--- config.mk ---
export PLATFORM = sky130hd
export DESIGN_NAME = mips_multicycle_control
export DESIGN_NICKNAME = d
export VERILOG_FILES = /design/src/rtl/mips_pkg.sv /design/src/rtl/mips_alu_control.sv /design/src/rtl/mips_multicycle_control.sv
export SDC_FILE = /design/constraint.sdc
export NUM_CORES = 1
export LEC_CHECK = 0
export BUFFER_PORTS_ARGS = -buffer_cell sky130_fd_sc_hd__buf_2
export CORE_MARGIN = 3
export CORE_UTILIZATION = 44
export DETAILED_ROUTE_END_ITERATION = 10
export GPL_TIMING_DRIVEN = 0
export PLACE_DENSITY_LB_ADDON = 0.15
export SLEW_MARGIN = 40
export SYNTH_ARGS = -nofsm -noshare
export SYNTH_HDL_FRONTEND = slang
export SYNTH_SLANG_ARGS = --single-unit
export TNS_END_PERCENT = 100
--- constraint.sdc ---
create_clock -name clk -period 1.73 [get_ports clk]
set_input_delay 0.173 -clock clk [delete_from_list [all_inputs] [get_ports clk]]
set_output_delay 0.173 -clock clk [all_outputs]
set_load 0.05 [all_outputs]
--- src/rtl/mips_pkg.sv ---
// Shared constants and types for the multicycle MIPS control path:
// opcodes, funct codes, ALU operation codes, FSM states and the control word.
package mips_pkg;

    localparam int unsigned OP_W     = 6;
    localparam int unsigned FUNCT_W  = 6;
    localparam int unsigned ALU_OP_W = 4;
    localparam int unsigned STATE_W  = 4;

    localparam logic [OP_W-1:0] OP_RTYPE = 6'b000000;
    localparam logic [OP_W-1:0] OP_LW    = 6'b100011;
    localparam logic [OP_W-1:0] OP_SW    = 6'b101011;
    localparam logic [OP_W-1:0] OP_BEQ   = 6'b000100;
    localparam logic [OP_W-1:0] OP_BNE   = 6'b000101;
    localparam logic [OP_W-1:0] OP_J     = 6'b000010;
    localparam logic [OP_W-1:0] OP_ADDI  = 6'b001000;

    localparam logic [FUNCT_W-1:0] FN_ADD = 6'b100000;
    localparam logic [FUNCT_W-1:0] FN_SUB = 6'b100010;
    localparam logic [FUNCT_W-1:0] FN_AND = 6'b100100;
    localparam logic [FUNCT_W-1:0] FN_OR  = 6'b100101;
    localparam logic [FUNCT_W-1:0] FN_SLT = 6'b101010;
    localparam logic [FUNCT_W-1:0] FN_NOR = 6'b100111;

    localparam logic [ALU_OP_W-1:0] ALU_AND = 4'b0000;
    localparam logic [ALU_OP_W-1:0] ALU_OR  = 4'b0001;
    localparam logic [ALU_OP_W-1:0] ALU_ADD = 4'b0010;
    localparam logic [ALU_OP_W-1:0] ALU_SUB = 4'b0110;
    localparam logic [ALU_OP_W-1:0] ALU_SLT = 4'b0111;
    localparam logic [ALU_OP_W-1:0] ALU_NOR = 4'b1100;
    localparam logic [ALU_OP_W-1:0] ALU_BAD = 4'b1111;

    // ALUOP_NONE parks the ALU code at 0000 in states that do not use the ALU
    typedef enum logic [1:0] {
        ALUOP_ADD   = 2'b00,
        ALUOP_SUB   = 2'b01,
        ALUOP_FUNCT = 2'b10,
        ALUOP_NONE  = 2'b11
    } aluop_e;

    typedef enum logic [STATE_W-1:0] {
        S_FETCH  = 4'd0,
        S_DECODE = 4'd1,
        S_MEMADR = 4'd2,
        S_MEMRD  = 4'd3,
        S_MEMWB  = 4'd4,
        S_MEMWR  = 4'd5,
        S_EXEC   = 4'd6,
        S_ALUWB  = 4'd7,
        S_BEQ    = 4'd8,
        S_JUMP   = 4'd9,
        S_ADDIEX = 4'd10,
        S_ADDIWB = 4'd11,
        S_BNE    = 4'd12
    } state_e;

    typedef struct packed {
        logic       pc_write;
        logic       pc_beq;
        logic       pc_bne;
        logic       iord;
        logic       mem_read;
        logic       mem_write;
        logic       ir_write;
        logic       reg_dst;
        logic       mem_to_reg;
        logic       reg_write;
        logic       alu_src_a;
        logic [1:0] alu_src_b;
        logic [1:0] pc_source;
    } ctrl_t;

endpackage

--- src/rtl/mips_alu_control.sv ---
// Combinational ALU decoder: ALUOp class plus Funct field to the 4-bit ALU code.
module mips_alu_control
    import mips_pkg::*;
(
    input  aluop_e               alu_op,
    input  logic [FUNCT_W-1:0]   funct,
    output logic [ALU_OP_W-1:0]  alu_operation,
    output logic                 funct_illegal
);

    always_comb begin
        alu_operation = ALU_AND;
        funct_illegal = 1'b0;
        case (alu_op)
            ALUOP_ADD: alu_operation = ALU_ADD;
            ALUOP_SUB: alu_operation = ALU_SUB;
            ALUOP_FUNCT: begin
                case (funct)
                    FN_ADD:  alu_operation = ALU_ADD;
                    FN_SUB:  alu_operation = ALU_SUB;
                    FN_AND:  alu_operation = ALU_AND;
                    FN_OR:   alu_operation = ALU_OR;
                    FN_SLT:  alu_operation = ALU_SLT;
                    FN_NOR:  alu_operation = ALU_NOR;
                    default: begin
                        alu_operation = ALU_BAD;
                        funct_illegal = 1'b1;
                    end
                endcase
            end
            default: alu_operation = ALU_AND;
        endcase
    end

endmodule

--- src/rtl/mips_multicycle_control.sv ---
// Moore control FSM for the multicycle MIPS datapath: decodes Opcode/Funct and
// drives per-state enables, mux selects and the ALU operation code.
module mips_multicycle_control
    import mips_pkg::*;
#(
    parameter bit EN_BNE  = 1'b1,
    parameter bit EN_ADDI = 1'b1
) (
    input  logic                clk,
    input  logic                reset,
    input  logic [OP_W-1:0]     Opcode,
    input  logic [FUNCT_W-1:0]  Funct,
    input  logic                Zero,
    output logic                PCEn,
    output logic                IorD,
    output logic                MemRead,
    output logic                MemWrite,
    output logic                IRWrite,
    output logic                RegDst,
    output logic                MemtoReg,
    output logic                RegWrite,
    output logic                ALUSrcA,
    output logic [1:0]          ALUSrcB,
    output logic [1:0]          PCSource,
    output logic [ALU_OP_W-1:0] ALUOperation,
    output logic                instr_done,
    output logic                illegal_op,
    output logic [STATE_W-1:0]  state
);

    state_e                state_q;
    state_e                state_d;
    ctrl_t                 ctrl;
    aluop_e                alu_op;
    logic [ALU_OP_W-1:0]   alu_code;
    logic                  funct_illegal;
    logic                  op_illegal;
    logic                  done;
    logic                  funct_bad_q;
    logic                  pc_take;

    mips_alu_control u_alu_control (
        .alu_op        (alu_op),
        .funct         (Funct),
        .alu_operation (alu_code),
        .funct_illegal (funct_illegal)
    );

    // State register; the bad-funct flag is captured when leaving EXEC
    always_ff @(posedge clk or posedge reset) begin
        if (reset) begin
            state_q     <= S_FETCH;
            funct_bad_q <= 1'b0;
        end else begin
            state_q <= state_d;
            if (state_q == S_EXEC) begin
                funct_bad_q <= funct_illegal;
            end
        end
    end

    // Next-state and per-state control word
    always_comb begin
        state_d    = S_FETCH;
        ctrl       = '0;
        alu_op     = ALUOP_NONE;
        op_illegal = 1'b0;
        done       = 1'b0;
        case (state_q)
            S_FETCH: begin
                ctrl.mem_read  = 1'b1;
                ctrl.ir_write  = 1'b1;
                ctrl.alu_src_b = 2'b01;
                ctrl.pc_write  = 1'b1;
                alu_op         = ALUOP_ADD;
                state_d        = S_DECODE;
            end
            S_DECODE: begin
                ctrl.alu_src_b = 2'b11;
                alu_op         = ALUOP_ADD;
                case (Opcode)
                    OP_LW, OP_SW: state_d = S_MEMADR;
                    OP_RTYPE:     state_d = S_EXEC;
                    OP_BEQ:       state_d = S_BEQ;
                    OP_J:         state_d = S_JUMP;
                    OP_BNE: begin
                        if (EN_BNE) state_d = S_BNE;
                        else        op_illegal = 1'b1;
                    end
                    OP_ADDI: begin
                        if (EN_ADDI) state_d = S_ADDIEX;
                        else         op_illegal = 1'b1;
                    end
                    default:      op_illegal = 1'b1;
                endcase
            end
            S_MEMADR, S_ADDIEX: begin
                ctrl.alu_src_a = 1'b1;
                ctrl.alu_src_b = 2'b10;
                alu_op         = ALUOP_ADD;
                if (state_q == S_ADDIEX)  state_d = S_ADDIWB;
                else if (Opcode == OP_LW) state_d = S_MEMRD;
                else if (Opcode == OP_SW) state_d = S_MEMWR;
            end
            S_MEMRD: begin
                ctrl.mem_read = 1'b1;
                ctrl.iord     = 1'b1;
                state_d       = S_MEMWB;
            end
            S_MEMWR: begin
                ctrl.mem_write = 1'b1;
                ctrl.iord      = 1'b1;
                done           = 1'b1;
            end
            S_MEMWB: begin
                ctrl.reg_write  = 1'b1;
                ctrl.mem_to_reg = 1'b1;
                done            = 1'b1;
            end
            S_EXEC: begin
                ctrl.alu_src_a = 1'b1;
                alu_op         = ALUOP_FUNCT;
                state_d        = S_ALUWB;
            end
            S_ALUWB: begin
                ctrl.reg_write = ~funct_bad_q;
                ctrl.reg_dst   = 1'b1;
                done           = 1'b1;
            end
            S_ADDIWB: begin
                ctrl.reg_write = 1'b1;
                done           = 1'b1;
            end
            S_BEQ, S_BNE: begin
                ctrl.alu_src_a = 1'b1;
                ctrl.pc_source = 2'b01;
                ctrl.pc_beq    = (state_q == S_BEQ);
                ctrl.pc_bne    = (state_q == S_BNE);
                alu_op         = ALUOP_SUB;
                done           = 1'b1;
            end
            S_JUMP: begin
                ctrl.pc_source = 2'b10;
                ctrl.pc_write  = 1'b1;
                done           = 1'b1;
            end
            default: state_d = S_FETCH;
        endcase
    end

    assign pc_take = ctrl.pc_write | (ctrl.pc_beq & Zero) | (ctrl.pc_bne & ~Zero);

    // Everything but the debug state is held at zero while reset is asserted
    always_comb begin
        PCEn         = 1'b0;
        IorD         = 1'b0;
        MemRead      = 1'b0;
        MemWrite     = 1'b0;
        IRWrite      = 1'b0;
        RegDst       = 1'b0;
        MemtoReg     = 1'b0;
        RegWrite     = 1'b0;
        ALUSrcA      = 1'b0;
        ALUSrcB      = 2'b00;
        PCSource     = 2'b00;
        ALUOperation = '0;
        instr_done   = 1'b0;
        illegal_op   = 1'b0;
        state        = state_q;
        if (!reset) begin
            PCEn         = pc_take;
            IorD         = ctrl.iord;
            MemRead      = ctrl.mem_read;
            MemWrite     = ctrl.mem_write;
            IRWrite      = ctrl.ir_write;
            RegDst       = ctrl.reg_dst;
            MemtoReg     = ctrl.mem_to_reg;
            RegWrite     = ctrl.reg_write;
            ALUSrcA      = ctrl.alu_src_a;
            ALUSrcB      = ctrl.alu_src_b;
            PCSource     = ctrl.pc_source;
            ALUOperation = alu_code;
            instr_done   = done;
            illegal_op   = op_illegal | funct_illegal;
        end
    end

endmodule
==> impl_metrics.json, run 1 <==
{
  "synth-seq-cells": 5,
  "portBuffers": 35,
  "cts-root-buf": "clkbuf_4",
  "stop_error": "[ERROR DPL-0038] Utilization greater than 100%, impossible to legalize",
  "ys.flop_type": "dfrtp_1",
  "synth_enable_flop_cells": 0,
  "clock_sinks": 5,
  "synth_top_area_share_pct": 17.33,
  "rows": 13,
  "cts-htree-levels": 1,
  "stop_stage": "5_1_grt",
  "syn_inst": 108,
  "syn-num-nets": 123,
  "routabilityCongestion": 0.8536,
  "synth.area.top_cells": "dfrtp_1, nor2_1, a21oi_1",
  "place_area_um2": 1194,
  "dp.cells": 158,
  "yosysTopAreaCell": "dfrtp_1",
  "fp.dieW_um": 46.51,
  "grt_max_degree": 11,
  "synth_seq_area_share_pct": 17.33,
  "cts_inserted_buffers": 3,
  "start_util_pct": 51.02,
  "status": "did not finish",
  "grt_worst_setup_endpoint": "illegal_op",
  "post-synth-top-count-cell": "nor2_1",
  "pre_cts_slack_ns": -0.07850,
  "clockBufferDepth": 2,
  "dp_hpwl_um": 2017,
  "die_y_um": 46.51,
  "synthTopCellsByCount": "nor2_1, nand2_1, a21oi_1, clkbuf_1, nor3_1",
  "ys_types": 39,
  "worst_endpoint_kind": "output port",
  "synth_async_sr_flop_share_pct": 100.0,
  "boundaryPins": 38,
  "yosysWarningCount": 0,
  "netlist_area_um2": 721.9,
  "post_synth.cell_area_avg_um2": 6.685
}
-- cells by family after synthesis --
logic type | share of synthesized area, %
DFF | 17.33
xor gates and xnor gates | 4.854
muxes | 2.773
AOI/OAI and AO/OA | 28.25
buffers and inverters | 7.452
and+or+nand+nor | 39.34
-- through the flow --
step	util, %	hold slack [ns]	setup TNS, ns
3_3_place_gp	84.26	0.2320	-0.09675
3_5_place_dp	84.35	0.2393	-0.07850
2_1_floorplan	-	-0.02682	-0.2186
4_1_cts	96.11	0.2393	-0.8152
-- timing repair --
item | 4_1_cts
endpoints found under the hold margin | 5
endpoints found under the setup margin | 14
hold buffers | 1
gates resized for setup | 23
pin swaps | 1
buffers inserted | 7
==> inputs of run 2 (changes only) <==
--- a/config.mk
+++ b/config.mk
@@ -6,9 +6,9 @@
 export NUM_CORES = 1
 export LEC_CHECK = 0
 export BUFFER_PORTS_ARGS = -buffer_cell sky130_fd_sc_hd__buf_2
-export CORE_MARGIN = 3
-export CORE_UTILIZATION = 44
+export CORE_AREA = 3 3 64 66
 export DETAILED_ROUTE_END_ITERATION = 10
+export DIE_AREA = 0 0 67 69
 export GPL_TIMING_DRIVEN = 0
 export PLACE_DENSITY_LB_ADDON = 0.15
 export SLEW_MARGIN = 40
==> run 2 against run 1 <==
Net effect:
- the flow now finishes, with violations (negative setup slack)
- area after synthesis unchanged
- synthesized cell count stayed put
==> impl_metrics.json, run 2 <==
{
  "tightest_slew_ns": 0.5383,
  "n_antenna_cell": 0,
  "r2r_setup_slack_ns": 0.29,
  "drt_pass1_iterations": 4,
  "violations": "negative setup slack",
  "holdBufCountCts": 0,
  "mostFrequentLayoutCells": "buf_2, buf_6, nor2_1",
  "fmax_mhz": 533.4,
  "rsz0062_at_grt": "yes",
  "crit_path_end_kind": "output port",
  "grt.overflow.total": 0,
  "wl_per_cell_um": 14.21,
  "clockBufferDepth": 2,
  "cts-root-buf": "clkbuf_8",
  "layout-drive-gt1-share_pct": 56.77,
  "drc": 0,
  "cts-htree-levels": 1,
  "hold_viol": 0,
  "drt_iter0_markers": 43,
  "ys.flop_type": "dfrtp_1",
  "synth.area.top_cells": "dfrtp_1, nor2_1, a21oi_1",
  "crit_path_start_kind": "flip-flop",
  "ant_nets": 0,
  "crit_path_max_incr_delay_ns": 0.42,
  "pre_cts_slack_ns": -0.1472,
  "dp_hpwl_um": 2195,
  "crit_type": "reg -> out",
  "cpLargestDelayFamily": "simple AND/OR/NAND/NOR gates",
  "boundaryPins": 38,
  "power.leakage_nw": 0.5678,
  "crit_path_top_delay_cell": "dfrtp_2",
  "via_count": 1010,
  "antenna_found_initial": 0,
  "rows": 22,
  "grt_use_total_pct": 12.76,
  "clk_pin_slew_ns": 0.04,
  "maxCapViolCount": 0,
  "grt_max_degree": 12,
  "finClkSkew_ns": 0.002924,
  "synth_enable_flop_cells": 0,
  "grt_pass1_wl_um": 4629,
  "path_buf_inv": 2,
  "post_synth.cell_area_avg_um2": 6.685,
  "start_util_pct": 19.87,
  "grt_pass1_vias": 961,
  "min_period_ns": 1.875,
  "routabilityCongestion": 0.7831,
  "synth_seq_area_share_pct": 17.33,
  "path_max_fanout": 5,
  "final_max_slew_viol_count": 0,
  "finalSetupTns_ns": -0.4386,
  "coreArea_um2": 3633,
  "min_path_type": "in -> async",
  "worstSkewPairLatency_ns": 0.23,
  "clock_sinks": 5,
  "final_common_cell": "buf_2",
  "synth_async_sr_flop_share_pct": 100.0,
  "timing.slew.headroom_pct": 63.65,
  "gr-usage-met3_pct": 1.466,
  "r2r-start": "state[2]$_DFF_PP0_",
  "viasPerCell": 4.975,
  "post-synth-top-count-cell": "nor2_1",
  "area_growth_pct": 101.9,
  "synth-seq-cells": 5,
  "final_nets": 171,
  "grt_util_met1_pct": 18.02,
  "finalSetupViolCount": 6,
  "cts_inserted_buffers": 3,
  "largest_register_ffs": 4,
  "use_met2_pct": 19.21,
  "ys_types": 39,
  "netlist_area_um2": 721.9,
  "cp.depth": 5,
  "yosysWarningCount": 0,
  "min_period_over_period_pct": 108.4,
  "cp.arrival_ns": 1.70,
  "portBuffers": 35,
  "required_ns": 1.56,
  "die_y_um": 69,
  "grt-busiest-layer": "met2",
  "syn-num-nets": 123,
  "peakVddDrop_mv": 0.3515,
  "r2r-end": "state[0]$_DFF_PP0_",
  "die-area_um2": 4623,
  "worst-r2r-cell-count": 6,
  "synth_top_area_share_pct": 17.33,
  "synthTopCellsByCount": "nor2_1, nand2_1, a21oi_1, clkbuf_1, nor3_1",
  "fp.dieW_um": 67,
  "power.density_nw_per_um2": 904.8,
  "setup_slack_ns": -0.1448,
  "status": "finished with violations",
  "syn_inst": 108,
  "routed_wl_um": 2884,
  "crit_path_cell_trace": "or2_1, buf_8, or3_4, o22ai_4, buf_6",
  "cts_tree": "built",
  "yosysTopAreaCell": "dfrtp_1"
}
[run 2: cell counts after synthesis]
Identical to the previous run, type by type.
[run 2: kinds of logic (layout without fill, tap and decap cells)]
logic type	count (synthesis)	count (layout)	synth area share, %
AO/OA/AOI/OAI	30	30	28.25
XOR/XNOR	4	4	4.854
flip-flops	5	5	17.33
AND/OR/NAND/NOR	55	55	39.34
multiplexers	2	2	2.773
buffers and inverters	12	59	7.452
[run 2: routing by layer]
layer	routed length (µm)	share of wire [%]
met1	1346	47
met2	1379	48
met3	113	3.9
met4	44	1.5
met5	0	0
[run 2: power by group]
part | leakage [nW] | internal, mW | switching (mW)
Sequential | 0.0562 | 0.137 | 0.0379
Clock | 0.0228 | 0.159 | 0.0630
Combinational | 0.489 | 0.356 | 0.567
[run 2: worst max-delay path by stage]
stage	startpoint	to	slack, ns
floorplan	state[3]$_DFF_PP0_	illegal_op	-0.07
global placement	state[1]$_DFF_PP0_	illegal_op	-0.15
detailed placement	state[1]$_DFF_PP0_	illegal_op	-0.15
CTS	state[3]$_DFF_PP0_	illegal_op	-0.17
global route	state[2]$_DFF_PP0_	illegal_op	-0.19
finish	state[2]$_DFF_PP0_	illegal_op	-0.14
[run 2: per-stage QoR]
step                hold slack (ns)  utilization [%]  std cells  total power, mW  area, µm²
global placement             0.2414            33.95        191           0.9680       1234
floorplan                  -0.02682                -        108           0.8090      998.5
CTS                         0.01388            38.53        201            1.285       1400
global route                0.04243            40.12        203            1.385       1458
finish                     0.006826            40.12        203            1.319       1458
detailed placement           0.2417            33.99        191           0.9739       1235
[run 2: repair_timing]
action                     in CTS  in global routing
hold endpoints to repair        0                  0
setup endpoints to repair      13                 15
resized for setup              28                 17
pin swaps                       1                  4
setup buffers                   7                  2
[run 2: worst register-to-register path: cells and delay by family, from the launching register on]
family | cells | cell delay [ns]
simple gates | 3 | 0.45
compound gates | 1 | 0.21
buf+inv | 2 | 0.28
flops | 1 | 0.42
[run 2: layout make-up]
class / count / area (µm²)
Buffer: 8 / 80.08
Clock buffer: 4 / 45.04
Fill cell: 388 / 2176
Inverter: 3 / 16.27
Multi-Input combinational cell: 91 / 812.0
Sequential cell: 5 / 130.1
Tap cell: 48 / 60.06
Timing Repair Buffer: 44 / 314.1
(Power assumes the default switching activity.)
